==> config.mk <==
export PLATFORM = sky130hd
export DESIGN_NAME = spi_frame_reader_flat
export DESIGN_NICKNAME = d
export VERILOG_FILES = /design/src/rtl/spi_reader_pkg.sv /design/src/rtl/spi_frame_reader_if.sv /design/src/rtl/spi_clk_gen.sv /design/src/rtl/spi_frame_reader.sv /design/src/flat_wrapper.sv
export SDC_FILE = /design/constraint.sdc
export NUM_CORES = 1
export LEC_CHECK = 0
export ABC_CLOCK_PERIOD_IN_PS = 3600
export BUFFER_PORTS_ARGS = -buffer_cell sky130_fd_sc_hd__buf_2
export CORE_ASPECT_RATIO = 0.75
export CORE_MARGIN = 8
export CORE_UTILIZATION = 40
export DETAILED_ROUTE_END_ITERATION = 10
export GPL_ROUTABILITY_DRIVEN = 0
export PLACE_DENSITY_LB_ADDON = 0.15
export SYNTH_ARGS = -nofsm -noshare
export SYNTH_HDL_FRONTEND = slang
export SYNTH_SLANG_ARGS = --single-unit
==> constraint.sdc <==
create_clock -name CLOCK_27M -period 3.6 [get_ports CLOCK_27M]
set_input_delay 0.54 -clock CLOCK_27M [delete_from_list [all_inputs] [get_ports CLOCK_27M]]
set_output_delay 0.54 -clock CLOCK_27M [all_outputs]
set_load 0.02 [all_outputs]
==> src/rtl/spi_reader_pkg.sv <==
// Shared definitions for the SPI frame reader: FSM state encoding and SPI mode constants.
package spi_reader_pkg;

  typedef enum logic [2:0] {
    IDLE,
    WAIT_RDY,
    CS_SETUP,
    SHIFT,
    CS_HOLD,
    DONE
  } state_e;

  localparam logic CPOL      = 1'b0;
  localparam logic CPHA      = 1'b0;
  localparam logic MSB_FIRST = 1'b1;

endpackage

==> src/rtl/spi_frame_reader_if.sv <==
// SPI pin bundle between the frame reader (master) and the FPGA slave port.
interface spi_frame_reader_if;
  logic sclk;
  logic SPI_cs;
  logic SPI_RDY;
  logic processed_MISO;

  modport master (output sclk, output SPI_cs, input SPI_RDY, input processed_MISO);
  modport slave  (input sclk, input SPI_cs, output SPI_RDY, output processed_MISO);
endinterface

==> src/rtl/spi_clk_gen.sv <==
// sclk divider for the frame reader: toggles every CLK_DIV cycles while enabled,
// idles at CPOL otherwise, and flags the cycle before each rising/falling sclk edge.
module spi_clk_gen
  import spi_reader_pkg::*;
#(
  parameter int CLK_DIV = 2
)(
  input  logic clk,
  input  logic rst,
  input  logic en,
  output logic sclk,
  output logic rise_stb,
  output logic fall_stb
);

  if (CLK_DIV < 1) begin : g_bad_div
    $error("spi_clk_gen: CLK_DIV must be >= 1");
  end

  localparam int CW = (CLK_DIV > 1) ? $clog2(CLK_DIV) : 1;
  localparam logic [CW-1:0] LAST = CW'(CLK_DIV - 1);

  logic [CW-1:0] cnt_q, cnt_d;
  logic          sclk_q, sclk_d;
  logic          toggle;

  always_comb begin
    toggle = en && (cnt_q == LAST);
    cnt_d  = '0;
    sclk_d = CPOL;
    if (en) begin
      cnt_d  = toggle ? '0 : cnt_q + 1'b1;
      sclk_d = toggle ? ~sclk_q : sclk_q;
    end
    rise_stb = toggle && (sclk_q == CPOL);
    fall_stb = toggle && (sclk_q != CPOL);
  end

  always_ff @(posedge clk) begin
    if (rst) begin
      cnt_q  <= '0;
      sclk_q <= CPOL;
    end else begin
      cnt_q  <= cnt_d;
      sclk_q <= sclk_d;
    end
  end

  assign sclk = sclk_q;

endmodule

==> src/rtl/spi_frame_reader.sv <==
// SPI master reading NUM_CH x WORD_W sample frames from the localization FPGA.
// Optional RDY wait timeout enabled by defining SPI_READER_TIMEOUT_EN.
module spi_frame_reader
  import spi_reader_pkg::*;
#(
  parameter int CLK_DIV     = 2,
  parameter int WORD_W      = 16,
  parameter int NUM_CH      = 4,
  parameter int TIMEOUT_CYC = 4096
)(
  input  logic                      CLOCK_27M,
  input  logic                      rst,
  input  logic                      start,
  spi_frame_reader_if.master        spi,
  output logic [WORD_W-1:0]         sample_data,
  output logic [$clog2(NUM_CH)-1:0] sample_ch,
  output logic                      sample_valid,
  output logic                      frame_done,
  output logic                      busy,
  output logic                      rdy_timeout
);

  if (CLK_DIV < 1) begin : g_bad_div
    $error("spi_frame_reader: CLK_DIV must be >= 1");
  end
  if (WORD_W < 2 || NUM_CH < 2 || TIMEOUT_CYC < 1) begin : g_bad_cfg
    $error("spi_frame_reader: WORD_W and NUM_CH must be >= 2, TIMEOUT_CYC >= 1");
  end

  localparam int DW  = (CLK_DIV > 1) ? $clog2(CLK_DIV) : 1;
  localparam int BW  = $clog2(WORD_W);
  localparam int CHW = $clog2(NUM_CH);
  localparam logic [DW-1:0]  DIV_LAST = DW'(CLK_DIV - 1);
  localparam logic [BW-1:0]  BIT_LAST = BW'(WORD_W - 1);
  localparam logic [CHW-1:0] CH_LAST  = CHW'(NUM_CH - 1);

  state_e             state_q, state_d;
  logic [DW-1:0]      div_q, div_d;
  logic [BW-1:0]      bit_q, bit_d;
  logic [CHW-1:0]     ch_q, ch_d;
  logic [WORD_W-1:0]  shift_q, shift_d;
  logic [WORD_W-1:0]  data_q, data_d;
  logic [CHW-1:0]     sch_q, sch_d;
  logic               valid_q, valid_d;
  logic               done_q, done_d;
  logic               cs_q, cs_d;
  logic [WORD_W-1:0]  shifted;
  logic               sclk_w, rise_stb, fall_stb, cap_stb;
  logic               tmo_hit;

  spi_clk_gen #(.CLK_DIV(CLK_DIV)) u_clk_gen (
    .clk      (CLOCK_27M),
    .rst      (rst),
    .en       (state_q == SHIFT),
    .sclk     (sclk_w),
    .rise_stb (rise_stb),
    .fall_stb (fall_stb)
  );

  // Capture at the end of the high phase so the slave gets a full half-period of setup.
  assign cap_stb = CPHA ? rise_stb : fall_stb;

`ifdef SPI_READER_TIMEOUT_EN
  localparam int TW = $clog2(TIMEOUT_CYC + 1);
  logic [TW-1:0] tmo_q, tmo_d;
  logic          tmo_out_q;

  always_comb begin
    tmo_d = '0;
    if (state_q == WAIT_RDY) tmo_d = tmo_q + 1'b1;
  end

  always_ff @(posedge CLOCK_27M) begin
    if (rst) begin
      tmo_q     <= '0;
      tmo_out_q <= 1'b0;
    end else begin
      tmo_q     <= tmo_d;
      tmo_out_q <= tmo_hit;
    end
  end

  assign rdy_timeout = tmo_out_q;
`else
  assign rdy_timeout = 1'b0;
`endif

  always_comb begin
    state_d = state_q;
    div_d   = div_q;
    bit_d   = bit_q;
    ch_d    = ch_q;
    shift_d = shift_q;
    data_d  = data_q;
    sch_d   = sch_q;
    valid_d = 1'b0;
    done_d  = 1'b0;
    tmo_hit = 1'b0;

    if (MSB_FIRST) shifted = {shift_q[WORD_W-2:0], spi.processed_MISO};
    else           shifted = {spi.processed_MISO, shift_q[WORD_W-1:1]};

    unique case (state_q)
      IDLE: begin
        if (start) state_d = WAIT_RDY;
      end
      WAIT_RDY: begin
        if (spi.SPI_RDY) begin
          state_d = CS_SETUP;
          div_d   = '0;
          bit_d   = '0;
          ch_d    = '0;
        end
`ifdef SPI_READER_TIMEOUT_EN
        else if (tmo_q == TW'(TIMEOUT_CYC - 1)) begin
          state_d = IDLE;
          tmo_hit = 1'b1;
        end
`endif
      end
      CS_SETUP, CS_HOLD: begin
        if (div_q == DIV_LAST) begin
          div_d   = '0;
          state_d = (state_q == CS_SETUP) ? SHIFT : DONE;
        end else begin
          div_d = div_q + 1'b1;
        end
      end
      SHIFT: begin
        if (cap_stb) begin
          shift_d = shifted;
          if (bit_q == BIT_LAST) begin
            bit_d   = '0;
            data_d  = shifted;
            sch_d   = ch_q;
            valid_d = 1'b1;
            if (ch_q == CH_LAST) begin
              ch_d    = '0;
              state_d = CS_HOLD;
            end else begin
              ch_d = ch_q + 1'b1;
            end
          end else begin
            bit_d = bit_q + 1'b1;
          end
        end
      end
      DONE: begin
        done_d  = 1'b1;
        state_d = IDLE;
      end
      default: state_d = IDLE;
    endcase

    cs_d = !(state_d inside {CS_SETUP, SHIFT, CS_HOLD});
  end

  always_ff @(posedge CLOCK_27M) begin
    if (rst) begin
      state_q <= IDLE;
      div_q   <= '0;
      bit_q   <= '0;
      ch_q    <= '0;
      shift_q <= '0;
      data_q  <= '0;
      sch_q   <= '0;
      valid_q <= 1'b0;
      done_q  <= 1'b0;
      cs_q    <= 1'b1;
    end else begin
      state_q <= state_d;
      div_q   <= div_d;
      bit_q   <= bit_d;
      ch_q    <= ch_d;
      shift_q <= shift_d;
      data_q  <= data_d;
      sch_q   <= sch_d;
      valid_q <= valid_d;
      done_q  <= done_d;
      cs_q    <= cs_d;
    end
  end

  assign spi.sclk     = sclk_w;
  assign spi.SPI_cs   = cs_q;
  assign sample_data  = data_q;
  assign sample_ch    = sch_q;
  assign sample_valid = valid_q;
  assign frame_done   = done_q;
  assign busy         = (state_q != IDLE);

endmodule

==> src/flat_wrapper.sv <==
// flat-port wrapper written by rule: the top's interface ports become plain ports
module spi_frame_reader_flat import spi_reader_pkg::*;
#(
  parameter int CLK_DIV     = 2,
  parameter int WORD_W      = 16,
  parameter int NUM_CH      = 4,
  parameter int TIMEOUT_CYC = 4096
)
  (CLOCK_27M, rst, start, sample_data, sample_ch, sample_valid, frame_done, busy, rdy_timeout, spi_sclk, spi_SPI_cs, spi_SPI_RDY, spi_processed_MISO);
  spi_frame_reader_if spi_i ();
  input  logic CLOCK_27M;
  input  logic rst;
  input  logic start;
  output logic [WORD_W-1:0] sample_data;
  output logic [$clog2(NUM_CH)-1:0] sample_ch;
  output logic sample_valid;
  output logic frame_done;
  output logic busy;
  output logic rdy_timeout;
  output wire logic [$bits(spi_i.sclk)-1:0] spi_sclk;
  output wire logic [$bits(spi_i.SPI_cs)-1:0] spi_SPI_cs;
  input wire logic [$bits(spi_i.SPI_RDY)-1:0] spi_SPI_RDY;
  input wire logic [$bits(spi_i.processed_MISO)-1:0] spi_processed_MISO;
  assign spi_sclk = spi_i.sclk;
  assign spi_SPI_cs = spi_i.SPI_cs;
  assign spi_i.SPI_RDY = spi_SPI_RDY;
  assign spi_i.processed_MISO = spi_processed_MISO;
  spi_frame_reader #(.CLK_DIV(CLK_DIV), .WORD_W(WORD_W), .NUM_CH(NUM_CH), .TIMEOUT_CYC(TIMEOUT_CYC)) u_core (.CLOCK_27M(CLOCK_27M), .rst(rst), .start(start), .spi(spi_i), .sample_data(sample_data), .sample_ch(sample_ch), .sample_valid(sample_valid), .frame_done(frame_done), .busy(busy), .rdy_timeout(rdy_timeout));
endmodule
# Yosys cells after proc, flatten, opt, wreduce, memory -nomap -nowiden
# Index checks and enable logic that the tools add are counted.
[totals] ff_bits=48 latch_bits=0 mem_bits_rw=0 mem_bits_ro=0 mem_count=0
[op_classes] n_addsub=4 mul=0 n_div=0 magnitude_cmp=0 n_eq_ne=13 n_shift=0 muxes=22 bitwise=3 reduce_logical=17
[ops] op="3-bit two-way mux" count=7
[ops] op="3-bit by 2-bit equality test with 1-bit output, second input constant" count=4
[ops] op="4-bit two-way mux" count=3
[ops] op="3-bit case mux with 4 select lines" count=1
[ops] op="3-bit equality test, second input constant" count=3
[ops] op="2-bit two-way mux" count=4
[ops] op="4-bit case mux with 2 select lines" count=1
[ops] op="3-bit AND reduction" count=2
[ops] op="3-bit nonzero test" count=2
[ops] op="3-bit OR reduction" count=2
[ops] op="4-bit by 1-bit adder with 4-bit output, second input constant" count=1
[ops] op="4-bit equality test, second input constant" count=1
[ops] op="1-bit two-way mux" count=4
[ops] op="2-bit by 1-bit != test with 1-bit output, second input constant" count=2
[ops] op="2-bit case mux with 2 select lines" count=1
[ops] op="2-bit AND reduction" count=2
[ops] op="4-bit AND reduction" count=1
[ops] op="2-bit nonzero test" count=2
[ops] op="2-bit OR reduction" count=2
[ops] op="3-bit by 1-bit equality test with 1-bit output, second input constant" count=1
[ops] op="3-bit zero test" count=1
[ops] op="1-bit inverter" count=3
[ops] op="1-bit adder, second input constant" count=2
[ops] op="2-bit by 1-bit adder with 2-bit output, second input constant" count=1
[ops] op="other kinds (5)" count=6

# Logic depth before layout (Yosys ltp)
[logic_depth] ltp_word=8 depth_mapped=7 depth_no_buf=5

# Hierarchy
# Synthesis repeated with hierarchy kept, for this count alone.
[unflattened] cells_unflattened=232 hier_area_um2=1938.1
[modules_own_cells] mod="spi_frame_reader" instances=1 cells_per_inst=223 area_per_inst_um2=1860.5 seq_area_each_um2=920.9
[modules_own_cells] mod="spi_clk_gen" instances=1 cells_per_inst=9 area_per_inst_um2=77.6 seq_area_each_um2=40.0

# Worst setup path after synthesis
# Ideal clock, no wire load.
[synth_path] path_kind="reg-to-reg" startpoint="reg u_core.bit_q[0]" endpoint="reg u_core.data_q[3] (netlist: u_core.sample_data[3])" setup_ns=0.070 arrival_ns=1.447 setup_slack_ns=2.082 stages_incl_launch_ff=7 path_buffers=1 synth_period_minus_slack_ns=1.518 cell_sequence="dfxtp_1 ha_1 and3_1 nand3_1 clkbuf_1 nand2_1 a21oi_1"
[synth_between] elab_chain_len=2
[synth_lines] item="from (decl)" line="spi_frame_reader.sv:39" rtl="logic [BW-1:0] bit_q, bit_d;"
[synth_lines] item="from (signal assigned)" line="spi_frame_reader.sv:173" rtl="bit_q <= bit_d;"
[synth_lines] item="4-bit equality test" line="spi_frame_reader.sv:132" rtl="if (bit_q == BIT_LAST) begin"
[synth_lines] item="3-bit AND reduction (no source line)"
[synth_lines] item="to (signal assigned)" line="spi_frame_reader.sv:176" rtl="data_q <= data_d;"
[synth_lines] item="to (decl)" line="spi_frame_reader.sv:42" rtl="logic [WORD_W-1:0] data_q, data_d;"
# Every way passes these cells.
# A chain may end at the register's enable or synchronous reset.

# Worst setup path after layout
[layout_path] startpoint="reg u_core.state_q[1]" endpoint="reg u_core.data_q[15] (netlist: u_core.sample_data[15])"
[layout_between] elab_chain_len=4
[layout_lines] item="from (decl)" line="spi_frame_reader.sv:37" rtl="state_e state_q, state_d;"
[layout_lines] item="from (signal assigned)" line="spi_frame_reader.sv:171" rtl="state_q <= state_d;"
[layout_lines] item="3-bit by 2-bit equality test with 1-bit output (*)" line="spi_frame_reader.sv:54, spi_frame_reader.sv:103"
[layout_lines] item="1-bit logical AND" line="spi_clk_gen.sv:28" rtl="toggle = en && (cnt_q == LAST);"
[layout_lines] item="1-bit logical AND" line="spi_clk_gen.sv:36" rtl="fall_stb = toggle && (sclk_q != CPOL);"
[layout_lines] item="3-bit AND reduction (no source line) (*)"
# Mark *: on every way between the ends. The rest lies on a longest branch, timed or not.

==> qor.json <==
{
  "status": {"value": "finished, final reports clean"},
  "detailedPlacementHpwl": {"value": 2.55, "unit": "mm"},
  "antenna_found_initial": {"value": 0},
  "io_buffers": {"value": 27},
  "cts.clk_slew.worst_paths": {"value": 0.09, "unit": "ns"},
  "worst_hold_path.num_cells": {"value": 2},
  "grt_remaining_overflow": {"value": 0},
  "synthFlopType": {"value": "sky130_fd_sc_hd__dfxtp_1"},
  "setup.reg_to_reg.worst_slack": {"value": 1.54, "unit": "ns"},
  "syn-instance-count": {"value": 225},
  "layout-drive-gt1-share": {"value": 16.8, "unit": "%"},
  "maximum_number_of_pins_on_one_net_before_global_route_repair": {"value": 50},
  "mostFrequentLayoutCells": {"value": "sky130_fd_sc_hd__nand2_1 (69), sky130_fd_sc_hd__dfxtp_1 (48), sky130_fd_sc_hd__a21oi_1 (39)"},
  "min_delay_worst_endpoint": {"value": "u_core.sample_data[2]"},
  "drt-total-wl": {"value": 3.87, "unit": "mm"},
  "p_leak": {"value": 0.814, "unit": "nW"},
  "drt-initial-drc-count": {"value": 115},
  "design.core.area": {"value": 4490, "unit": "um^2"},
  "antenna_cells_inserted": {"value": 0},
  "share_of_the_yosys_chip_area_belonging_to_registers": {"value": 50.9, "unit": "%"},
  "finalNetCount": {"value": 251},
  "synth.avg_cell_area": {"value": 8.40, "unit": "um^2"},
  "max_cap_viol_count": {"value": 0},
  "worstPathArrival": {"value": 2.19, "unit": "ns"},
  "number_of_endpoints_with_negative_hold_slack_in_the_final_report": {"value": 0},
  "worstRegToRegCells": {"value": 4},
  "synthDistinctLibCells": {"value": 38},
  "yosys.area.top_type_share": {"value": 50.9, "unit": "%"},
  "timing.hold.worst.start": {"value": "u_core.sample_data[2]"},
  "power_density_of_the_placed_cells": {"value": 478, "unit": "nW/um^2"},
  "maxClockFrequency": {"value": 486, "unit": "MHz"},
  "end_kind": {"value": "flip-flop"},
  "start_util": {"value": 42.0, "unit": "%"},
  "grt_setup_unrepaired": {"value": "false"},
  "total_clock_buffers_created_by_cts": {"value": 5},
  "peakVddDrop": {"value": 219, "unit": "uV"},
  "grt_pass1_vias": {"value": 1326},
  "regToRegEndpoint": {"value": "u_core.sample_data[15]"},
  "clock_sink_count": {"value": 48},
  "yosys_register_bits": {"value": 48},
  "first_pass_grt_wire_length": {"value": 6.36, "unit": "mm"},
  "vias": {"value": 1472},
  "cp_data_required_time": {"value": 3.73, "unit": "ns"},
  "final_util": {"value": 47.7, "unit": "%"},
  "crit_path_max_fanout": {"value": 19},
  "mostFrequentLayoutCell": {"value": "sky130_fd_sc_hd__nand2_1"},
  "die_area": {"value": 7200, "unit": "um^2"},
  "cts_resized": {"value": 0},
  "setup_viol": {"value": 0},
  "floorplan.die.height": {"value": 75.5, "unit": "um"},
  "gr-usage-all-layers": {"value": 11.2, "unit": "%"},
  "routed_via_density": {"value": 4.89},
  "synth.yosys.warnings": {"value": 0},
  "start_kind": {"value": "flip-flop"},
  "std_cell_rows": {"value": 21},
  "clk_latency": {"value": 0.29, "unit": "ns"},
  "first_pass_drt_iterations": {"value": 4},
  "synthesis.area": {"value": 1890, "unit": "um^2"},
  "post_cts_buffers": {"value": 0},
  "floorplan.io_pins": {"value": 29},
  "final_cycle_share": {"value": 57.1, "unit": "%"},
  "route.detailed.wl_per_inst": {"value": 12.9, "unit": "um"},
  "cts-hold-fix-buffers": {"value": 0},
  "ctsLongestPathBuffers": {"value": 2},
  "h_tree_depth": {"value": 2},
  "least_margin_pin_slew": {"value": 0.926, "unit": "ns"},
  "finalClockSkew": {"value": 0.00972, "unit": "ns"},
  "clk_root_buffer_cell": {"value": "sky130_fd_sc_hd__clkbuf_8"},
  "worst_slew_margin_rel": {"value": 38.0, "unit": "%"},
  "synth_edf_count": {"value": 0},
  "cts_tree": {"value": "yes"},
  "synth-async-reset-ratio": {"value": 0, "unit": "%"},
  "area_growth_syn_to_layout": {"value": 13.5, "unit": "%"},
  "die-width": {"value": 95.4, "unit": "um"},
  "drc": {"value": 0},
  "syn-num-nets": {"value": 232},
  "setup_tns": {"value": 0, "unit": "ns"},
  "worstSetupPathType": {"value": "flip-flop to flip-flop"},
  "min_period": {"value": 2.06, "unit": "ns"},
  "worstReg2RegStart": {"value": "u_core.state_q[1]"},
  "final_antenna_net_count": {"value": 0},
  "final_slew_viol_count": {"value": 0},
  "hp-class": {"value": "flip-flop to flip-flop"},
  "synth_top_area_cell": {"value": "sky130_fd_sc_hd__dfxtp_1"},
  "leading_post_synthesis_cells_by_cell_area": {"value": "sky130_fd_sc_hd__dfxtp_1 (51%), sky130_fd_sc_hd__nand2_1 (14%), sky130_fd_sc_hd__a21oi_1 (10%), sky130_fd_sc_hd__nor3_1 (1.9%), sky130_fd_sc_hd__buf_6 (1.8%)"}
}
[final cells by class]
| type | instances | area [um^2] |
|---|---|---|
| clock inverters | 2 | 60.1 |
| fillers | 470 | 2350 |
| flip-flops and latches | 48 | 961 |
| repair buffers | 28 | 143 |
| well taps | 57 | 71.3 |
| clock buffers | 5 | 68.8 |
| inverters | 1 | 3.75 |
| multi-input cells | 160 | 837 |
[routing by layer]
metal	part of all wire, %	vias to the layer above	track usage [%]	routed length (um)
met5	0	-	0	0
met4	0.52	0	3.62	20
met3	8.1	2	4.72	312
met2	38	27	15.4	1460
met1	54	652	15.3	2070
li1	-	791	-	-
[sequential cells by signal, summed over array words and instances (netlist names)]
name                    cells
u_core.bit_q                4
u_core.ch_q                 2
u_core.div_q                1
u_core.frame_done           1
u_core.sample_ch            2
u_core.sample_data         16
u_core.sample_valid         1
u_core.shift_q             15
u_core.spi.SPI_cs           1
u_core.state_q              3
u_core.u_clk_gen.cnt_q      1
u_core.u_clk_gen.sclk       1
[worst max-delay path, cell delays in order, from the launching register on]
cell                      delay, ns
sky130_fd_sc_hd__dfxtp_1       0.58
sky130_fd_sc_hd__and3b_1       0.39
sky130_fd_sc_hd__nand3_1       0.60
sky130_fd_sc_hd__nand2_1       0.23
sky130_fd_sc_hd__a21oi_1       0.09
[cells by family after synthesis]
| group | count (synthesis) | synth area share, % |
|---|---|---|
| simple gates | 104 | 26.6 |
| compound gates | 49 | 14.0 |
| flops | 48 | 50.9 |
| buf+inv | 17 | 5.10 |
| xor+xnor | 3 | 1.39 |
| fa+ha+maj | 2 | 1.32 |
| other cells | 1 | 0.198 |
| mux | 1 | 0.530 |
[where the power goes]
group / switching [mW] / internal [mW]
Combinational: 0.0238 / 0.0148
Clock: 0.171 / 0.273
Sequential: 0.00755 / 0.535
Total: 0.202 / 0.823
[cell usage after synthesis (2+ instances only)]
cell,instances
sky130_fd_sc_hd__ha_1,2
sky130_fd_sc_hd__and3_1,2
sky130_fd_sc_hd__buf_6,3
sky130_fd_sc_hd__a21oi_1,39
sky130_fd_sc_hd__nor4b_1,2
sky130_fd_sc_hd__nor3_1,7
sky130_fd_sc_hd__dfxtp_1,48
sky130_fd_sc_hd__nand2b_1,2
sky130_fd_sc_hd__o21ai_0,4
sky130_fd_sc_hd__nor2_1,5
sky130_fd_sc_hd__nand3_1,4
sky130_fd_sc_hd__xnor2_1,2
sky130_fd_sc_hd__nand2_1,69
sky130_fd_sc_hd__nor3b_1,2
sky130_fd_sc_hd__buf_2,5
sky130_fd_sc_hd__and3b_1,2
sky130_fd_sc_hd__clkbuf_1,6
[through the flow]
stage | hold slack [ns] | cells | instance area (um^2) | setup WS [ns] | power, mW
2_1_floorplan | 0.432 | 225 | 1890 | 2.08 | 0.587
3_3_place_gp | 0.441 | 294 | 2020 | 1.60 | 0.593
3_5_place_dp | 0.445 | 294 | 2020 | 1.53 | 0.594
4_1_cts | 0.457 | 301 | 2140 | 1.51 | 1.04
5_1_grt | 0.475 | 301 | 2140 | 1.29 | 1.06
6_report | 0.454 | 301 | 2140 | 1.54 | 1.02
[worst max-delay path by stage]
stage	endpoint	cells after the start	slack, ns	from
2_1_floorplan	u_core.sample_data[3]	6	2.08	u_core.bit_q[0]
3_3_place_gp	u_core.sample_data[14]	4	1.60	u_core.state_q[1]
3_5_place_dp	u_core.sample_data[12]	4	1.53	u_core.state_q[1]
4_1_cts	u_core.sample_data[15]	4	1.51	u_core.state_q[1]
5_1_grt	u_core.sample_data[1]	4	1.29	u_core.state_q[1]
6_report	u_core.sample_data[15]	4	1.54	u_core.state_q[1]
Power figures use the tool's default switching activity.
